$ cat src/rtl/uart_pkg.sv
// Shared definitions for the UART transmit path: byte width, FSM encoding and
// the default watchdog limit for the TX push-port arbiter.
package uart_pkg;

  localparam int UART_DW         = 8;
  localparam int DEFAULT_TIMEOUT = 1024;

  typedef enum logic {
    ST_IDLE = 1'b0,
    ST_XFER = 1'b1
  } state_t;

  // Index width for an n-entry vector; a 1-entry vector still needs one bit.
  function automatic int idx_w(input int n);
    return (n > 1) ? $clog2(n) : 1;
  endfunction

endpackage

$ cat src/rtl/uart_tx_arbiter_rr_pick.sv
// Combinational round-robin selector: first set request after ptr, wrapping,
// returned both one-hot and as an index.
module rr_pick
  import uart_pkg::*;
#(
  parameter int N_REQ = 4,
  parameter int IDX_W = idx_w(N_REQ)
) (
  input  logic [N_REQ-1:0] req,
  input  logic [IDX_W-1:0] ptr,
  output logic [N_REQ-1:0] onehot,
  output logic [IDX_W-1:0] idx,
  output logic             any
);

  logic [IDX_W-1:0] pos;
  logic             found;

  // Offsets 1..N_REQ, so the previous winner is considered last.
  always_comb begin
    onehot = '0;
    idx    = '0;
    pos    = '0;
    found  = 1'b0;
    for (int k = 1; k <= N_REQ; k++) begin
      pos = IDX_W'((int'(ptr) + k) % N_REQ);
      if (!found && req[pos]) begin
        found       = 1'b1;
        onehot[pos] = 1'b1;
        idx         = pos;
      end
    end
  end

  assign any = found;

endmodule

$ cat src/rtl/uart_tx_arbiter.sv
// Round-robin owner of the UART TX FIFO push port. A granted requester keeps
// the port until its last byte is pushed or it stays silent past the watchdog.
module uart_tx_arbiter
  import uart_pkg::*;
#(
  parameter int N_REQ   = 4,
  parameter int TIMEOUT = DEFAULT_TIMEOUT,
  parameter int CNT_W   = $clog2(TIMEOUT)
) (
  input  logic                       clk,
  input  logic                       rst,
  input  logic [N_REQ-1:0]           req_valid,
  input  logic [UART_DW*N_REQ-1:0]   req_data,
  input  logic [N_REQ-1:0]           req_last,
  output logic [N_REQ-1:0]           req_ready,
  input  logic                       full_fifo_tx,
  output logic                       push_fifo_tx,
  output logic [UART_DW-1:0]         push_data_fifo_tx,
  output logic [N_REQ-1:0]           grant,
  output logic                       busy,
  output logic                       timeout
);

  localparam int IDX_W = idx_w(N_REQ);

  // Handshake: a byte moves from requester i when req_valid[i] & req_ready[i]
  // in the same cycle; that is exactly the cycle push_fifo_tx is high. ready
  // does not depend on valid, and the requester holds data/last until taken.

  state_t             state_q, state_d;
  logic [N_REQ-1:0]   grant_q, grant_d;
  logic [IDX_W-1:0]   rr_ptr_q, rr_ptr_d;
  logic [CNT_W-1:0]   wd_q, wd_d;
  logic               timeout_q, timeout_d;

  logic [N_REQ-1:0]   pick_onehot;
  logic [IDX_W-1:0]   pick_idx;
  logic               pick_any;

  logic               xfer;
  logic               own_valid;
  logic               own_last;
  logic [UART_DW-1:0] own_data;
  logic               xfer_push;

  rr_pick #(
    .N_REQ (N_REQ),
    .IDX_W (IDX_W)
  ) u_rr_pick (
    .req    (req_valid),
    .ptr    (rr_ptr_q),
    .onehot (pick_onehot),
    .idx    (pick_idx),
    .any    (pick_any)
  );

  // rr_ptr doubles as the owner index while in XFER.
  always_comb begin
    own_data = '0;
    for (int i = 0; i < N_REQ; i++) begin
      if (rr_ptr_q == IDX_W'(i)) begin
        own_data = req_data[i*UART_DW +: UART_DW];
      end
    end
  end

  assign xfer      = (state_q == ST_XFER);
  assign own_valid = req_valid[rr_ptr_q];
  assign own_last  = req_last[rr_ptr_q];
  assign xfer_push = xfer & own_valid & ~full_fifo_tx;

  assign push_fifo_tx      = xfer_push;
  assign push_data_fifo_tx = xfer ? own_data : '0;
  assign req_ready         = (xfer && !full_fifo_tx) ? grant_q : '0;
  assign grant             = grant_q;
  assign busy              = xfer;
  assign timeout           = timeout_q;

  always_comb begin
    state_d   = state_q;
    grant_d   = grant_q;
    rr_ptr_d  = rr_ptr_q;
    wd_d      = wd_q;
    timeout_d = 1'b0;
    unique case (state_q)
      ST_IDLE: begin
        if (pick_any) begin
          state_d  = ST_XFER;
          grant_d  = pick_onehot;
          rr_ptr_d = pick_idx;
          wd_d     = '0;
        end
      end
      ST_XFER: begin
        if (xfer_push) begin
          wd_d = '0;
          if (own_last) begin
            state_d = ST_IDLE;
            grant_d = '0;
          end
        end else if (!own_valid) begin
          // A full FIFO with valid held is back-pressure, not a stall.
          if (wd_q == CNT_W'(TIMEOUT - 1)) begin
            state_d   = ST_IDLE;
            grant_d   = '0;
            wd_d      = '0;
            timeout_d = 1'b1;
          end else begin
            wd_d = wd_q + CNT_W'(1);
          end
        end
      end
      default: begin
        state_d = ST_IDLE;
        grant_d = '0;
      end
    endcase
  end

  always_ff @(posedge clk or negedge rst) begin
    if (!rst) begin
      state_q   <= ST_IDLE;
      grant_q   <= '0;
      rr_ptr_q  <= IDX_W'(N_REQ - 1);
      wd_q      <= '0;
      timeout_q <= 1'b0;
    end else begin
      state_q   <= state_d;
      grant_q   <= grant_d;
      rr_ptr_q  <= rr_ptr_d;
      wd_q      <= wd_d;
      timeout_q <= timeout_d;
    end
  end

endmodule
$ cat config.mk
export PLATFORM = sky130hd
export DESIGN_NAME = uart_tx_arbiter
export DESIGN_NICKNAME = d
export VERILOG_FILES = /design/src/rtl/uart_pkg.sv /design/src/rtl/uart_tx_arbiter_rr_pick.sv /design/src/rtl/uart_tx_arbiter.sv
export SDC_FILE = /design/constraint.sdc
export NUM_CORES = 1
export LEC_CHECK = 0
export BUFFER_PORTS_ARGS = -buffer_cell sky130_fd_sc_hd__buf_2
export CORE_ASPECT_RATIO = 1.75
export CORE_MARGIN = 3
export CORE_UTILIZATION = 49
export CTS_CLUSTER_DIAMETER = 200
export DETAILED_ROUTE_END_ITERATION = 7
export PLACE_DENSITY = 0.9
export SYNTH_ARGS = -nofsm -noshare
export SYNTH_HDL_FRONTEND = slang
export SYNTH_SLANG_ARGS = --single-unit
$ cat constraint.sdc
create_clock -name clk -period 3.74 [get_ports clk]
set_input_delay 0.374 -clock clk [delete_from_list [all_inputs] [get_ports clk]]
set_output_delay 0.374 -clock clk [all_outputs]
set_load 0.05 [all_outputs]
==> impl_metrics.yaml <==
worst_setup_path:
  timing_worst_setup_path_type: "register to primary output"
  path_max_fanout: 12
  crit_cells: 8
  cp-startpoint: "rr_ptr_q[1]$_DFFE_PN1P_"
  setup.worst_path.end: "push_data_fifo_tx[1]"
  cpPeakStageDelay_ns: 0.66
  ff2ff_setup_slack_ns: 0.83
  critPathCaptureType: "primary output"
  cpLargestDelayFamily: "simple AND/OR/NAND/NOR gates"
  r2r_cells: 7
  critical_path.cell_chain: "inv_1, ha_1, nor2b_1, a221oi_1, nor3_1, a21oi_1, nor2_1, buf_2"
  critPathSlowestCell: "dfstp_2"
  cp.arrival_ns: 2.81
  path_buf_inv: 2
  timing.rr.start: "rr_ptr_q[0]$_DFFE_PN1P_"
  worst_setup_path_start_kind: "register"
  critPathRequiredTime_ns: 3.37
  r2r_end: "wd_q[6]$_DFFE_PN0P_"
timing:
  clock_skew_ns: 0.00362
  layout_setup_ws_ns: 0.552
  setup_viol: 0
  tightest_slew_ns: 0.670
  period_minus_slack_ns: 3.19
  fmax_ghz: 0.314
  finalHoldViolCount: 0
  timing.final.crit_share: 0.852
  rsz0062_at_grt: "false"
  slew_headroom: 0.554
  drv_slew: 0
  holdWs_ns: 0.0410
  fin_tns_setup_ns: 0
yosys:
  synth_top_area_frac: 0.247
  synthTopCellsByArea: "dfrtp_1 (25%), ha_1 (7.0%), a221oi_1 (6.5%)"
  synth.avg_cell_area_um2: 8.43
  synth_nets: 244
  ys_seq_area_frac: 0.280
  synth_seq_cells: 18
  yosysWarnings: 0
  ys_types: 38
  netlist_instances: 192
  synth_top_cell_by_area: "dfrtp_1"
  mappedNetlistArea_mm2: 0.00162
cells_and_area:
  multi_input_area_mm2: 0.00109
  design_area_mm2: 0.00197
  nets: 297
  fillCellCount: 285
  finalNonFillerCells: 286
  seq_area_um2: 453
  drive_above_1_share: 0.309
  syn2layout_area_growth_pct: 21.6
  antennaDiodeCount: 0
  post-route-util: 0.626
grt:
  antenna_found_initial: 0
  grtUsageTotal: 0.218
  grt_pass1_vias: 1515
  grt_overflow_total: 0
  grt_max_degree: 20
  grt_pass1_wl_mm: 6.98
floorplanning:
  ios: 62
  die_width_um: 49.4
  initial_core_util: 0.515
  core-area_mm2: 0.00314
  die_area_mm2: 0.00405
  rows: 27
  dieHeight_um: 82.0
cts:
  postCtsSetupBuffers: 0
  cts-root-buf: "clkbuf_8"
  cts_made_buffers: 3
  cts_tree: "done"
  cts_resized: 0
  postCtsHoldBufs: 0
  clk_latency_ns: 0.26
  cts_sinks: 18
  cts.htree.levels: 1
  clockBufferDepth: 2
  clkSlewWorstSetupHoldPaths_ns: 0.06
power_and_ir_drop:
  powerDensity_mw_per_mm2: 915
  finalPower_mw: 1.80
  p_leak_nw: 0.935
  peakVddDrop_mv: 0.835
detailed_routing:
  vias_per_cell: 5.93
  vias: 1696
  wl_per_cell_um: 14.9
  top_layer: "met4"
  dr_wl_met3_um: 137
  route.detailed.drc: 0
  drt_wl_total_mm: 4.26
  drtAntennaViolNets: 0
  drt_iter0_drc: 43
  first_pass_iters: 4
  dr_wl_met2_mm: 2.38
  met1Wirelength_mm: 1.63
flow_run:
  max_cap_violations: 0
placement:
  numPortBuffers: 61
  dp_hpwl_mm: 3.29
  routabilityCongestion: 0.870
  place_inst: 283
  place_ws_ns: 0.842
  place_area_mm2: 0.00193
worst_hold_path:
  hp-class: "input pin to async pin"
run_status:
  status: "finished, final reports clean"
==> cells by family (layout without fill, tap and decap cells) <==
group | Yosys count | count (layout) | synth area share
AOI/OAI and AO/OA | 52 | 52 | 0.243
xor gates and xnor gates | 1 | 1 | 0.00541
adders and majority gates | 9 | 9 | 0.0696
buffers and inverters | 18 | 69 | 0.0433
DFF | 18 | 18 | 0.280
muxes | 9 | 9 | 0.0866
and+or+nand+nor | 85 | 85 | 0.272
==> state kept, by name, summed over array words and instances, names as in the netlist <==
signal / cells
timeout: 1
rr_ptr_q: 2
wd_q: 10
busy: 1
grant: 4
==> routing by layer <==
layer / global-route usage / up-vias
met1: 0.240 / 818
li1: - / 825
met3: 0.0218 / 9
met2: 0.414 / 44
met5: 0 / -
met4: 0.102 / 0
==> synth_stat cells <==
| cell | instances |
|---|---|
| a221o_1 | 5 |
| a22oi_1 | 1 |
| nor3_1 | 15 |
| o41ai_1 | 1 |
| o21a_1 | 2 |
| buf_2 | 2 |
| nand3_1 | 7 |
| a221oi_1 | 12 |
| or3_1 | 3 |
| nand4_1 | 1 |
| dfstp_2 | 2 |
| nand2_1 | 8 |
| a21oi_1 | 11 |
| nor2b_1 | 16 |
| o221ai_1 | 3 |
| a21o_1 | 1 |
| o21ai_0 | 3 |
| a311o_1 | 1 |
| o31ai_4 | 1 |
| nor3_2 | 1 |
| a22o_1 | 2 |
| or2_4 | 1 |
| inv_1 | 5 |
| nor4_1 | 2 |
| and3_1 | 6 |
| o21bai_2 | 1 |
| o31ai_1 | 1 |
| or2_2 | 1 |
| or2_1 | 1 |
| mux2i_1 | 5 |
| ha_1 | 9 |
| dfrtp_1 | 16 |
| nor2_1 | 20 |
| mux4_2 | 4 |
| nand2b_1 | 3 |
| xnor2_1 | 1 |
| clkbuf_1 | 11 |
| o21ai_1 | 7 |
==> layout make-up <==
class,instances,area share
Inverter,5,0.00954
Clock buffer,3,0.0210
Multi-Input combinational cell,156,0.557
Timing Repair Buffer,61,0.155
Sequential cell,18,0.230
Tap cell,43,0.0274
==> worst register-to-register path, cell delays in order (launching register included) <==
cell and delay (ns):
dfstp_2 0.75, inv_1 0.19, ha_1 0.48, mux4_2 0.44, or2_4 0.32, o31ai_4 0.43, o21ai_1 0.13, o41ai_1 0.07
==> worst min path at each step <==
stage	cells after the start	to	startpoint
5_1_grt	1	timeout$_DFF_PN0_	rst
2_1_floorplan	0	busy$_DFF_PN0_	rst
4_1_cts	1	wd_q[9]$_DFFE_PN0P_	rst
3_3_place_gp	1	timeout$_DFF_PN0_	rst
3_5_place_dp	1	timeout$_DFF_PN0_	rst
6_report	1	wd_q[6]$_DFFE_PN0P_	rst
==> where the power goes <==
group          internal (mW)  switching, mW
sequential             0.250         0.0974
combinational          0.454          0.862
clock                 0.0718         0.0646
==> placed cells by master (no fill, tap or decap), drive strengths merged <==
| cell | synthesis | layout |
|---|---|---|
| o21bai | 1 | 1 |
| nor3 | 16 | 16 |
| a221o | 5 | 5 |
| nand4 | 1 | 1 |
| a22o | 2 | 2 |
| and3 | 6 | 6 |
| o21a | 2 | 2 |
| mux2i | 5 | 5 |
| a311o | 1 | 1 |
| o221ai | 3 | 3 |
| nand3 | 7 | 7 |
| xnor2 | 1 | 1 |
| nand2b | 3 | 3 |
| ha | 9 | 9 |
| nand2 | 8 | 8 |
| a21o | 1 | 1 |
| dfstp | 2 | 2 |
| a22oi | 1 | 1 |
| o21ai | 10 | 10 |
| mux4 | 4 | 4 |
| o31ai | 2 | 2 |
| a21oi | 11 | 11 |
| nor2 | 20 | 20 |
| or2 | 3 | 3 |
| nor2b | 16 | 16 |
| clkbuf | 11 | 3 |
| inv | 5 | 5 |
| o41ai | 1 | 1 |
| a221oi | 12 | 12 |
| buf | 2 | 61 |
| nor4 | 2 | 2 |
| or3 | 3 | 3 |
| dfrtp | 16 | 16 |
(Power assumes the default switching activity.)
